$ cat config.mk
export PLATFORM = sky130hd
export DESIGN_NAME = hilo_muldiv
export DESIGN_NICKNAME = d
export VERILOG_FILES = /design/src/rtl/hilo_muldiv.sv
export SDC_FILE = /design/constraint.sdc
export NUM_CORES = 1
export LEC_CHECK = 0
export ABC_AREA = 1
export BUFFER_PORTS_ARGS = -buffer_cell sky130_fd_sc_hd__buf_2
export CAP_MARGIN = 20
export CORE_ASPECT_RATIO = 1.2
export CORE_UTILIZATION = 38
export CTS_CLUSTER_DIAMETER = 80
export CTS_CLUSTER_SIZE = 16
export DETAILED_ROUTE_END_ITERATION = 10
export HOLD_SLACK_MARGIN = 0.05
export PLACE_DENSITY = 0.51
export SLEW_MARGIN = 20
export SYNTH_ARGS = -nofsm -noshare
export SYNTH_HDL_FRONTEND = slang
export SYNTH_SLANG_ARGS = --single-unit
$ cat constraint.sdc
create_clock -name clk -period 7.8 [get_ports clk]
set_input_delay 0.39 -clock clk [delete_from_list [all_inputs] [get_ports clk]]
set_output_delay 0.39 -clock clk [all_outputs]
set_load 0.01 [all_outputs]
$ cat src/rtl/hilo_muldiv.sv
// Iterative HI/LO multiply/divide unit for the EX stage.
// Handles MULT/MULTU (shift-add) and DIV/DIVU (restoring), each taking 32 iterations plus a sign-fix cycle.
module hilo_muldiv #(
    parameter int          WIDTH  = 32,
    parameter logic [31:0] DIV0_Q = 32'hFFFFFFFF
) (
    input  logic             clk,
    input  logic             rst,
    input  logic             start,
    input  logic [5:0]       func,
    input  logic [WIDTH-1:0] a,
    input  logic [WIDTH-1:0] b,
    input  logic             flush,
    output logic             busy,
    output logic             done,
    output logic [WIDTH-1:0] hi,
    output logic [WIDTH-1:0] lo
);

    localparam logic [5:0] F_MULT  = 6'b011000;
    localparam logic [5:0] F_MULTU = 6'b011001;
    localparam logic [5:0] F_DIV   = 6'b011010;
    localparam logic [5:0] F_DIVU  = 6'b011011;
    localparam logic [5:0] F_MTHI  = 6'b010001;
    localparam logic [5:0] F_MTLO  = 6'b010011;

    typedef enum logic [1:0] {IDLE, CALC, FIX} state_t;

    state_t               state;
    logic [4:0]           counter;
    logic                 isDiv;
    logic                 negRes;
    logic                 negRem;
    logic                 divZero;
    logic [WIDTH-1:0]     operand;
    logic [WIDTH-1:0]     aRaw;
    logic [2*WIDTH-1:0]   acc;

    logic                 sgnOp;
    logic [WIDTH-1:0]     magA;
    logic [WIDTH-1:0]     magB;
    logic [WIDTH:0]       mulSum;
    logic [WIDTH:0]       trial;
    logic [2*WIDTH-1:0]   mulNext;
    logic [2*WIDTH-1:0]   divNext;
    logic [2*WIDTH-1:0]   prodFix;
    logic [WIDTH-1:0]     quoFix;
    logic [WIDTH-1:0]     remFix;

    // Operand magnitudes, one iteration of each algorithm, and the final sign correction.
    // For multiply, operand holds |a| as the addend; for divide it holds |b| as the divisor.
    always_comb begin
        sgnOp   = (func == F_MULT) || (func == F_DIV);
        magA    = (sgnOp && a[WIDTH-1]) ? -a : a;
        magB    = (sgnOp && b[WIDTH-1]) ? -b : b;
        mulSum  = {1'b0, acc[2*WIDTH-1:WIDTH]} + (acc[0] ? {1'b0, operand} : {(WIDTH+1){1'b0}});
        mulNext = {mulSum, acc[WIDTH-1:1]};
        trial   = acc[2*WIDTH-1:WIDTH-1] - {1'b0, operand};
        divNext = trial[WIDTH] ? {acc[2*WIDTH-2:0], 1'b0}
                               : {trial[WIDTH-1:0], acc[WIDTH-2:0], 1'b1};
        prodFix = negRes ? -acc : acc;
        quoFix  = negRes ? -acc[WIDTH-1:0] : acc[WIDTH-1:0];
        remFix  = negRem ? -acc[2*WIDTH-1:WIDTH] : acc[2*WIDTH-1:WIDTH];
    end

    // Control FSM and HI/LO state; flush drops any same-cycle start and leaves HI/LO untouched.
    always_ff @(posedge clk) begin
        if (rst) begin
            state   <= IDLE;
            counter <= '0;
            busy    <= 1'b0;
            done    <= 1'b0;
            hi      <= '0;
            lo      <= '0;
            isDiv   <= 1'b0;
            negRes  <= 1'b0;
            negRem  <= 1'b0;
            divZero <= 1'b0;
            operand <= '0;
            aRaw    <= '0;
            acc     <= '0;
        end else if (flush) begin
            state   <= IDLE;
            counter <= '0;
            busy    <= 1'b0;
            done    <= 1'b0;
        end else begin
            done <= 1'b0;
            case (state)
                IDLE: begin
                    if (start) begin
                        case (func)
                            F_MULT, F_MULTU, F_DIV, F_DIVU: begin
                                isDiv   <= (func == F_DIV) || (func == F_DIVU);
                                negRes  <= sgnOp && (a[WIDTH-1] ^ b[WIDTH-1]);
                                negRem  <= sgnOp && a[WIDTH-1];
                                divZero <= (b == '0);
                                aRaw    <= a;
                                if ((func == F_DIV) || (func == F_DIVU)) begin
                                    operand <= magB;
                                    acc     <= {{WIDTH{1'b0}}, magA};
                                end else begin
                                    operand <= magA;
                                    acc     <= {{WIDTH{1'b0}}, magB};
                                end
                                counter <= '0;
                                busy    <= 1'b1;
                                state   <= CALC;
                            end
                            F_MTHI: hi <= a;
                            F_MTLO: lo <= a;
                            default: ;
                        endcase
                    end
                end
                CALC: begin
                    acc <= isDiv ? divNext : mulNext;
                    if (counter == 5'(WIDTH-1)) begin
                        counter <= '0;
                        state   <= FIX;
                    end else begin
                        counter <= counter + 5'd1;
                    end
                end
                FIX: begin
                    if (!isDiv) begin
                        hi <= prodFix[2*WIDTH-1:WIDTH];
                        lo <= prodFix[WIDTH-1:0];
                    end else if (divZero) begin
                        hi <= aRaw;
                        lo <= DIV0_Q;
                    end else begin
                        hi <= remFix;
                        lo <= quoFix;
                    end
                    busy  <= 1'b0;
                    done  <= 1'b1;
                    state <= IDLE;
                end
                default: state <= IDLE;
            endcase
        end
    end

endmodule
* After elaboration in Yosys (flattened, before gate mapping) *
Cells that the tools add are included.

storage, ports and cells
  register bits = 205
  word-level logic and storage cells = 90
  input bits = 74
  output and inout port bits = 66

cells by class
  bitwise gates (word level) = 2
  eq/ne operators = 14
  add/sub/neg operators = 8
  reductions and logical operators = 18
  mux-type cells = 35

operator list
  cell                                                                      number
  32-bit two-way mux                                                        15
  64-bit two-way mux                                                        5
  32-bit negator                                                            4
  32-bit one-hot mux with 2 select lines                                    2
  64-bit one-hot mux with 2 select lines                                    1
  64-bit negator                                                            1
  6-bit by 5-bit == test with 1-bit output (second input constant)          6
  32-bit by 32-bit adder with 33-bit output                                 1
  33-bit by 32-bit subtractor with 33-bit output                            1
  32-bit logical NOT                                                        1
  4-bit AND reduction                                                       4
  5-bit two-way mux                                                         3
  5-bit one-hot mux with 2 select lines                                     1
  3-bit AND reduction                                                       3
  2-bit two-way mux                                                         3
  2-bit by 1-bit inequality test with 1-bit output (second input constant)  3
  5-bit by 1-bit adder with 5-bit output (second input constant)            1
  5-bit == test (second input constant)                                     1
  2-bit inequality test (second input constant)                             2
  2-bit one-hot mux with 2 select lines                                     1
  2-bit nonzero test                                                        2
  4-bit OR reduction                                                        1
  1-bit logical AND                                                         3
  1-bit two-way mux                                                         3
  8 further kinds                                                           9

* Logic depth before layout (Yosys ltp) *
Gate-level depths: netlist of run 1.

  depth in word-level cells = 8
  mapped depth = 22
  mapped depth without buffers = 20

* Worst setup path before layout of run 1 *
Ideal clock, no wire load.

  path kind = register to register
  from = register acc[0]
  to = register acc[61]
  data arrival time = 2,411 ps
  clock period less this slack = 2,543 ps
  setup slack = 5,257 ps
  buffers on the path = 2
  stages on the path, launching flop included = 22
  data required time = 7,668 ps
  library setup time = 132 ps
  cells stage by stage = dfxtp_1 > buf_2 > clkbuf_1 > nand2_1 > inv_1 > ha_1 > inv_1 > fa_1 > inv_1 > nand3_1 > nand3_1 > nand2_1 > nand2_1 > nand2_1 > nand2_1 > nand2_1 > nand3_1 > nand3_1 > nand2_1 > inv_1 > nand2_1 > a21oi_1

on the way
  cells in the longest elaborated chain, start to end = 4

ends and longest elaborated chain
  item                                       RTL line  source
  from (decl)                                37        logic [2*WIDTH-1:0] acc;
  from (signal assigned)                     101       acc <= {{WIDTH{1'b0}}, magA};
  from (signal assigned)                     104       acc <= {{WIDTH{1'b0}}, magB};
  from (signal assigned)                     117       acc <= isDiv ? divNext : mulNext;
  32-bit two-way mux                         56        mulSum = {1'b0, acc[2*WIDTH-1:WIDTH]} + (acc[0] ? {1'b0, operand} : {(WIDTH+1){1'b0}});
  32-bit by 32-bit adder with 33-bit output  56
  64-bit two-way mux                         117
  64-bit one-hot mux with 2 select lines     89        case (state)

No other way between the ends.
A chain may end at the register's enable or synchronous reset.

* Final worst setup path of run 1 *
  from = register acc[60]
  to = register acc[0]

on the way
  cells in the longest elaborated chain, start to end = 4

ends and longest elaborated chain
  item                                            RTL line  source
  33-bit by 32-bit subtractor with 33-bit output  58        trial = acc[2*WIDTH-1:WIDTH-1] - {1'b0, operand};
  64-bit two-way mux                              59        divNext = trial[WIDTH] ? {acc[2*WIDTH-2:0], 1'b0}
  64-bit two-way mux                              117
  64-bit one-hot mux with 2 select lines          89

No other way between the ends.

==> run metrics, run 1 <==
status=complete, no violations; RSZ-0062 raised after global routing=no; vias in the first global route=22,800; CP arrival=between 3000 and 4000 ps; Routed WL=just under 100,000 um; capture point of the worst reg-to-reg path=acc[0]; CORE AREA=52,800 um^2; Ant. Diodes=0; R2R Setup Slk=4270 ps; Die Ht=between 200 and 300 um; area delta synth->final=9.14%; Main synth FF type=dfxtp_1; die width=roughly 210 um; Clock Latency Late Sink=roughly 560 ps; Leak=between 10 and 15 nW; first-pass GRT wire length=approximately 140,000 um; fin nets=between 3,000 and 4,000; Iter 0 DRT Violations=2,479; R2R Path Start=acc[60]; Yosys Warn Count=0; Clock transition at path regs=roughly 70 ps; cts hold-fix bufs=0; Initial Util=0.387; Net Count, Synth=slightly below 4,000; start point of the critical path=acc[60]; maximum clock path buffer count=3; worst hold start=a[1]; worst hold path type=in2reg; Synth Cell Area=20,400 um^2; CP cell instances=ha_1 > nand2_1 > nor2_1 > nand2_1 > nand2_1 > a21oi_1 > nand2_2 > nand2_2 > nand2_4 > o21ai_0 > a31oi_1; row count=92; Seq/Total Area, Yosys=0.201; clk root buf=clkbuf_16; Num CTS Buffers=22; drt first pass iters=6; Max-Slew Margin vs Limit=0.250; min Tclk post-route=about 3500 ps; Util after Layout=0.422; DIE AREA=between 50,000 and 60,000 um^2; worst path required time=slightly above 8000 ps; highest fanout seen on the critical path=33; most common cell after layout, fill and taps aside=nand2_1; Peak VDD IR=approximately 0.00014 V; routed vias/inst=roughly 5.4; Pwr Density=around 130 nW/um^2; postcts setup bufs=0; antenna violations before repair=2; CTS H-tree lvls=1; MaxCap Viol Count=0; grt total ovfl=0; final setup violation count=0; Hold Vio Cnt, Final=0; Post-synth EDFFs=0; layout cells sized above 1=0.0705; total track usage=0.354; Final Wtd Congestion=between 0.9 and 1; CTS tree=yes; most frequent cells in the layout=1,064 x nand2_1, 508 x inv_1, 457 x nor2_1, 332 x a21oi_1, 296 x nand3_1; maximum clock frequency=around 280 MHz; Worst Setup Start Kind=flip-flop; Clock Power Share=0.407; Avg Synthesized Cell Area=between 5 and 6 um^2; clk_skew=22.6 ps; Pint=between 1.5 and 2 mW; Post-DRT Antenna Nets=0; Slew @ Worst Pin=1120 ps; Post-CTS Resized=0; Mapped Cells=~3,700; post-synth cell types=47; slowest CP cell=dfxtp_1; worst setup path category=reg2reg; post-synthesis register bit count=205; Sink Count=between 200 and 250; dpl hpwl=77,200 um; Routed WL per cell=about 22 um; sum of negative setup slack=0 ps; Gate power share=0.214; Sw Pwr=just over 1 mW; Critical Path End=acc[0]; # port buffers=139; Slew Limit Fails=0; # DRC=0; CP max stage delay=between 700 and 800 ps; Critical Path End Type=flip-flop; Seq pwr share=0.379; largest net degree at the start of global routing=~110; period utilization=0.453; asr flop ratio synth=0; hold slack=approximately 130 ps; critical path's most frequent cell=nand2_1; # IOs=140; R2R cell count=11; sw frac=0.358; detailed-route via count=between 20,000 and 25,000
[critical path: cells and delay by family, from the launching register on]
kind / cells / cell delay (ps)
flops: 1 / 770
simple gates: 7 / 870
compound gates: 3 / 1270
fa+ha+maj: 1 / 430
[flip-flops by register name, summed over array words and instances, names as in the netlist]
register  cells
negRem        1
counter       5
state         2
divZero       1
negRes        1
aRaw         32
operand      32
isDiv         1
lo           32
hi           32
acc          64
busy          1
done          1
[cells in the mapped netlist (3+ instances only)]
master    number  area [um^2]
and2_1        10         62.6
or2_2          4         25.0
nand2_1     1064         3990
buf_6          6         67.6
xnor2_1       14          123
nor2_4         4         45.0
nand4_1       42          263
inv_2         13         48.8
buf_2         32          160
nand2_2       15         93.8
nor2_2        13         81.3
clkinv_1       6         22.5
o21ai_1        6         30.0
a21o_1         3         22.5
o31ai_1        8         60.1
ha_1          70          876
nand3b_1       6         45.0
o211ai_1      50          375
nor4_1         7         43.8
xor2_1        77          674
nor3_1        48          240
inv_1        509         1910
clkbuf_1     100          375
o21ai_0      288         1440
dfxtp_1      205         4100
nand3_1      296         1480
buf_1         13         48.8
nor2_1       460         1730
o21bai_1       8         60.1
a21oi_1      332         1660
a31oi_1        8         50.1
[power groups by stage]
stage	Sequential (mW)	Clock, mW	Combinational, mW
final	1.07	1.15	0.605
after global routing	1.07	1.21	0.648
after CTS	1.07	1.17	0.590
after detailed placement	1.10	0	0.588
after global placement	1.10	0	0.590
after floorplan	1.09	0	0.373
[metal layers]
metal	wire length, um	track usage
met1	39600	0.436
met2	44600	0.576
met3	6030	0.0415
met4	7390	0.232
met5	30	0
[cell families after synthesis]
logic type      synth area share
compound gates             0.184
xor+xnor                  0.0390
fa+ha+maj                 0.0448
buf+inv                    0.130
flops                      0.201
simple gates               0.401
[layout make-up]
cell class	count	area, um^2
Fill cell	6200	30500
Multi-Input combinational cell	2853	13700
Sequential cell	205	4110
Inverter	528	1980
Timing Repair Buffer	166	898
Tap cell	705	882
Clock buffer	23	554
Clock inverter	13	190
[metrics by stage]
step / power (mW) / area [um^2] / cells / setup slack [ps]
after global placement: 1.69 / 21600 / 4457 / 4220
after CTS: 2.83 / 22300 / 4493 / 4340
after global routing: 2.93 / 22300 / 4493 / 4090
after floorplan: 1.46 / 20400 / 3740 / 5260
final: 2.83 / 22300 / 4493 / 4270
after detailed placement: 1.68 / 21600 / 4457 / 4220
[worst min-delay path by stage]
stage / end / cells past startpoint / slack [ps]
final: lo[1] / 3 / 130
after global routing: lo[1] / 3 / 140
after CTS: lo[1] / 3 / 110
after detailed placement: busy / 2 / 460
after global placement: aRaw[0] / 2 / 460
after floorplan: aRaw[12] / 2 / 420
Note: power is estimated with default switching activity, not from simulation.
==> run 2, diff against run 1 <==
--- a/config.mk
+++ b/config.mk
@@ -5,7 +5,7 @@
 export SDC_FILE = /design/constraint.sdc
 export NUM_CORES = 1
 export LEC_CHECK = 0
-export ABC_AREA = 1
+export ABC_AREA = 0
 export BUFFER_PORTS_ARGS = -buffer_cell sky130_fd_sc_hd__buf_2
 export CAP_MARGIN = 20
 export CORE_ASPECT_RATIO = 1.2
@@ -14,7 +14,7 @@
 export CTS_CLUSTER_SIZE = 16
 export DETAILED_ROUTE_END_ITERATION = 10
 export HOLD_SLACK_MARGIN = 0.05
-export PLACE_DENSITY = 0.51
+export PLACE_DENSITY = 0.52
 export SLEW_MARGIN = 20
 export SYNTH_ARGS = -nofsm -noshare
 export SYNTH_HDL_FRONTEND = slang
==> constraint.sdc (replaced) <==
create_clock -name clk -period 3.35 [get_ports clk]
set_input_delay 0.1675 -clock clk [delete_from_list [all_inputs] [get_ports clk]]
set_output_delay 0.1675 -clock clk [all_outputs]
set_load 0.01 [all_outputs]
==> run 2 against run 1 <==
  * The run now ends with DRC left
  * Total power grew 110%
  * Sequential cell count is the same
  * Highest routed layer is now met4
  * Sequential share of layout area grew 1.6 points
==> run metrics, run 2 <==
dpl ws=-101 ps; routed vias/inst=between 5 and 6; Clock Latency Late Sink=580 ps; worst setup path category=reg2reg; Synth Cell Area=between 15,000 and 20,000 um^2; Avg Synthesized Cell Area=between 7 and 8 um^2; Num CTS Buffers=22; worst path required time=between 3000 and 4000 ps; Seq/Total Area, Yosys=0.245; die width=194 um; CTS H-tree lvls=1; Fillers=between 4,000 and 5,000; clk root buf=clkbuf_16; post-synthesis register bit count=205; maximum clock frequency=slightly above 300 MHz; clk_skew=53.6 ps; fin nets=roughly 2,700; Post-DRT Antenna Nets=0; total track usage=0.315; largest cells by area after synthesis=dfxtp_1 25%, nand2_1 7.9%, xnor2_1 7.1%, a21oi_1 6.5%, ha_1 5.2%; post-synth cell types=77; placed cell count=3,084; Routed WL=a little over 70,000 um; row count=83; top cells by count, synth=354 x nand2_1, 229 x nor2_1, 218 x a21oi_1; critical path's most frequent cell=a21o_1; final setup violation count=0; largest net degree at the start of global routing=68; area delta synth->final=22.9%; count leader, synth=nand2_1; CTS tree=yes; drt first pass iters=10; highest fanout seen on the critical path=6; # IOs=140; failing checks=DRC; max FFs per register=64; Routed WL per cell=between 20 and 25 um; Pwr Density=between 200 and 300 nW/um^2; most common cell after layout, fill and taps aside=nand2_1; asr flop ratio synth=0; most frequent cells in the layout=354 x nand2_1, 229 x buf_4, 224 x nor2_1, 216 x a21oi_1, 202 x dfxtp_1; final cell count without fillers=around 3,200; worst hold path type=in2reg; Net Count, Synth=2,489; CORE AREA=around 43,000 um^2; min Tclk post-route=3250 ps; Critical Path End Type=flip-flop; Post-synth EDFFs=0; Max-Slew Margin vs Limit=0.310; Slew @ Worst Pin=1030 ps; MaxCap Viol Count=0; dpl hpwl=about 55,000 um; Sink Count=205; sum of negative setup slack=0 ps; Mapped Cells=2,343; largest reg by FF count=acc; CP cell instances=inv_1 > ha_1 > a21o_1 > a21o_1 > a21o_1 > a211oi_2 > o21ai_2 > mux2i_2 > o41ai_4 > nor2_4 > buf_4 > mux2_2 > a221o_1; slowest CP cell=dfxtp_1; period utilization=0.970; layout cells sized above 1=0.182; CP max stage delay=between 300 and 400 ps; Initial Util=0.388; maximum clock path buffer count=3; first-pass GRT wire length=108,000 um; Yosys Warn Count=0; Final Wtd Congestion=0.972; Synth top area share=0.245; Util after Layout=0.477; CP arrival=3690 ps; # DRC=2; Slew Limit Fails=0; Worst Setup Start Kind=flip-flop; Leak=between 8 and 9 nW; grt total ovfl=0; Power, Total=6.05 mW; post-synth top area cell=dfxtp_1; Hold Vio Cnt, Final=0; detailed-route via count=between 15,000 and 20,000; Main synth FF type=dfxtp_1; antenna violations before repair=0; worst setup margin=roughly 100 ps; # port buffers=roughly 140; Die Ht=between 200 and 250 um; status=finished with violations; vias in the first global route=around 18,000; Clock transition at path regs=approximately 80 ps; Peak VDD IR=around 0.00036 V; DIE AREA=between 40,000 and 50,000 um^2; Iter 0 DRT Violations=about 1,500
run 2: cell count changes after synthesis, moves of 114 or more:
| cell | change |
|---|---|
| xnor2_1 | +121 |
| a21oi_1 | -114 |
| nand3_1 | -240 |
| o21ai_0 | -129 |
| nand2_1 | -710 |
| inv_1 | -447 |
| nor2_1 | -231 |
run 2: report_power, final:
group / internal (mW) / switching (mW)
clock: 1.40 / 1.25
sequential: 2.45 / 0.0110
combinational: 0.356 / 0.579
total: 4.21 / 1.84
run 2: logic make-up after synthesis:
kind of cell / synth area share
mux: 0.0518
simple gates: 0.230
fa+ha+maj: 0.0547
buf+inv: 0.0568
flops: 0.245
xor+xnor: 0.102
compound gates: 0.259
run 2: final timing paths:
check	startpoint	to	slack [ps]	depth (start not counted)
worst min-delay path	a[2]	aRaw[2]	100	4
worst max register to register	operand[25]	acc[36]	100	13
worst min register to register	operand[2]	operand[2]	450	2
worst max-delay path	operand[25]	acc[36]	100	13
run 2: per-stage QoR:
stage | hold WS (ps) | cell area (um^2)
final | 104 | 20600
after global routing | 99.5 | 20600
after CTS | 69.0 | 20400
after detailed placement | 441 | 19300
after global placement | 440 | 19300
after floorplan | 303 | 16700
run 2: routing by layer:
metal | GRT usage | share of wire
met2 | 0.542 | 0.48
met4 | 0.168 | 0.057
met3 | 0.0306 | 0.054
met5 | 0 | 0
met1 | 0.388 | 0.41
run 2: critical path: cells and delay by family (launching register included):
family,cells,cell delay (ps)
fa+ha+maj,1,320
flops,1,340
simple gates,1,210
compound gates,7,1400
mux,2,590
buf+inv,2,240
run 2: what timing repair did:
| item | 4_1_cts | 5_1_grt |
|---|---|---|
| endpoints found under the setup margin | 15 | 43 |
| buffers inserted | 0 | 3 |
| resized for setup | 13 | 38 |
| hold endpoints to repair | 38 | 0 |
| pin swaps | 4 | 12 |
| hold buffers | 34 | 0 |
run 2: final cells by class:
type / instances / area [um^2] / share of cell area
Multi-Input combinational cell: 1893 / 11900 / 0.579
Sequential cell: 205 / 4110 / 0.200
Timing Repair Buffer: 407 / 2860 / 0.139
Tap cell: 552 / 691 / 0.0336
Clock buffer: 25 / 593 / 0.0288
Inverter: 64 / 240 / 0.0117
Clock inverter: 11 / 155 / 0.00755
Antenna cell: 1 / 2.50 / 0.000122
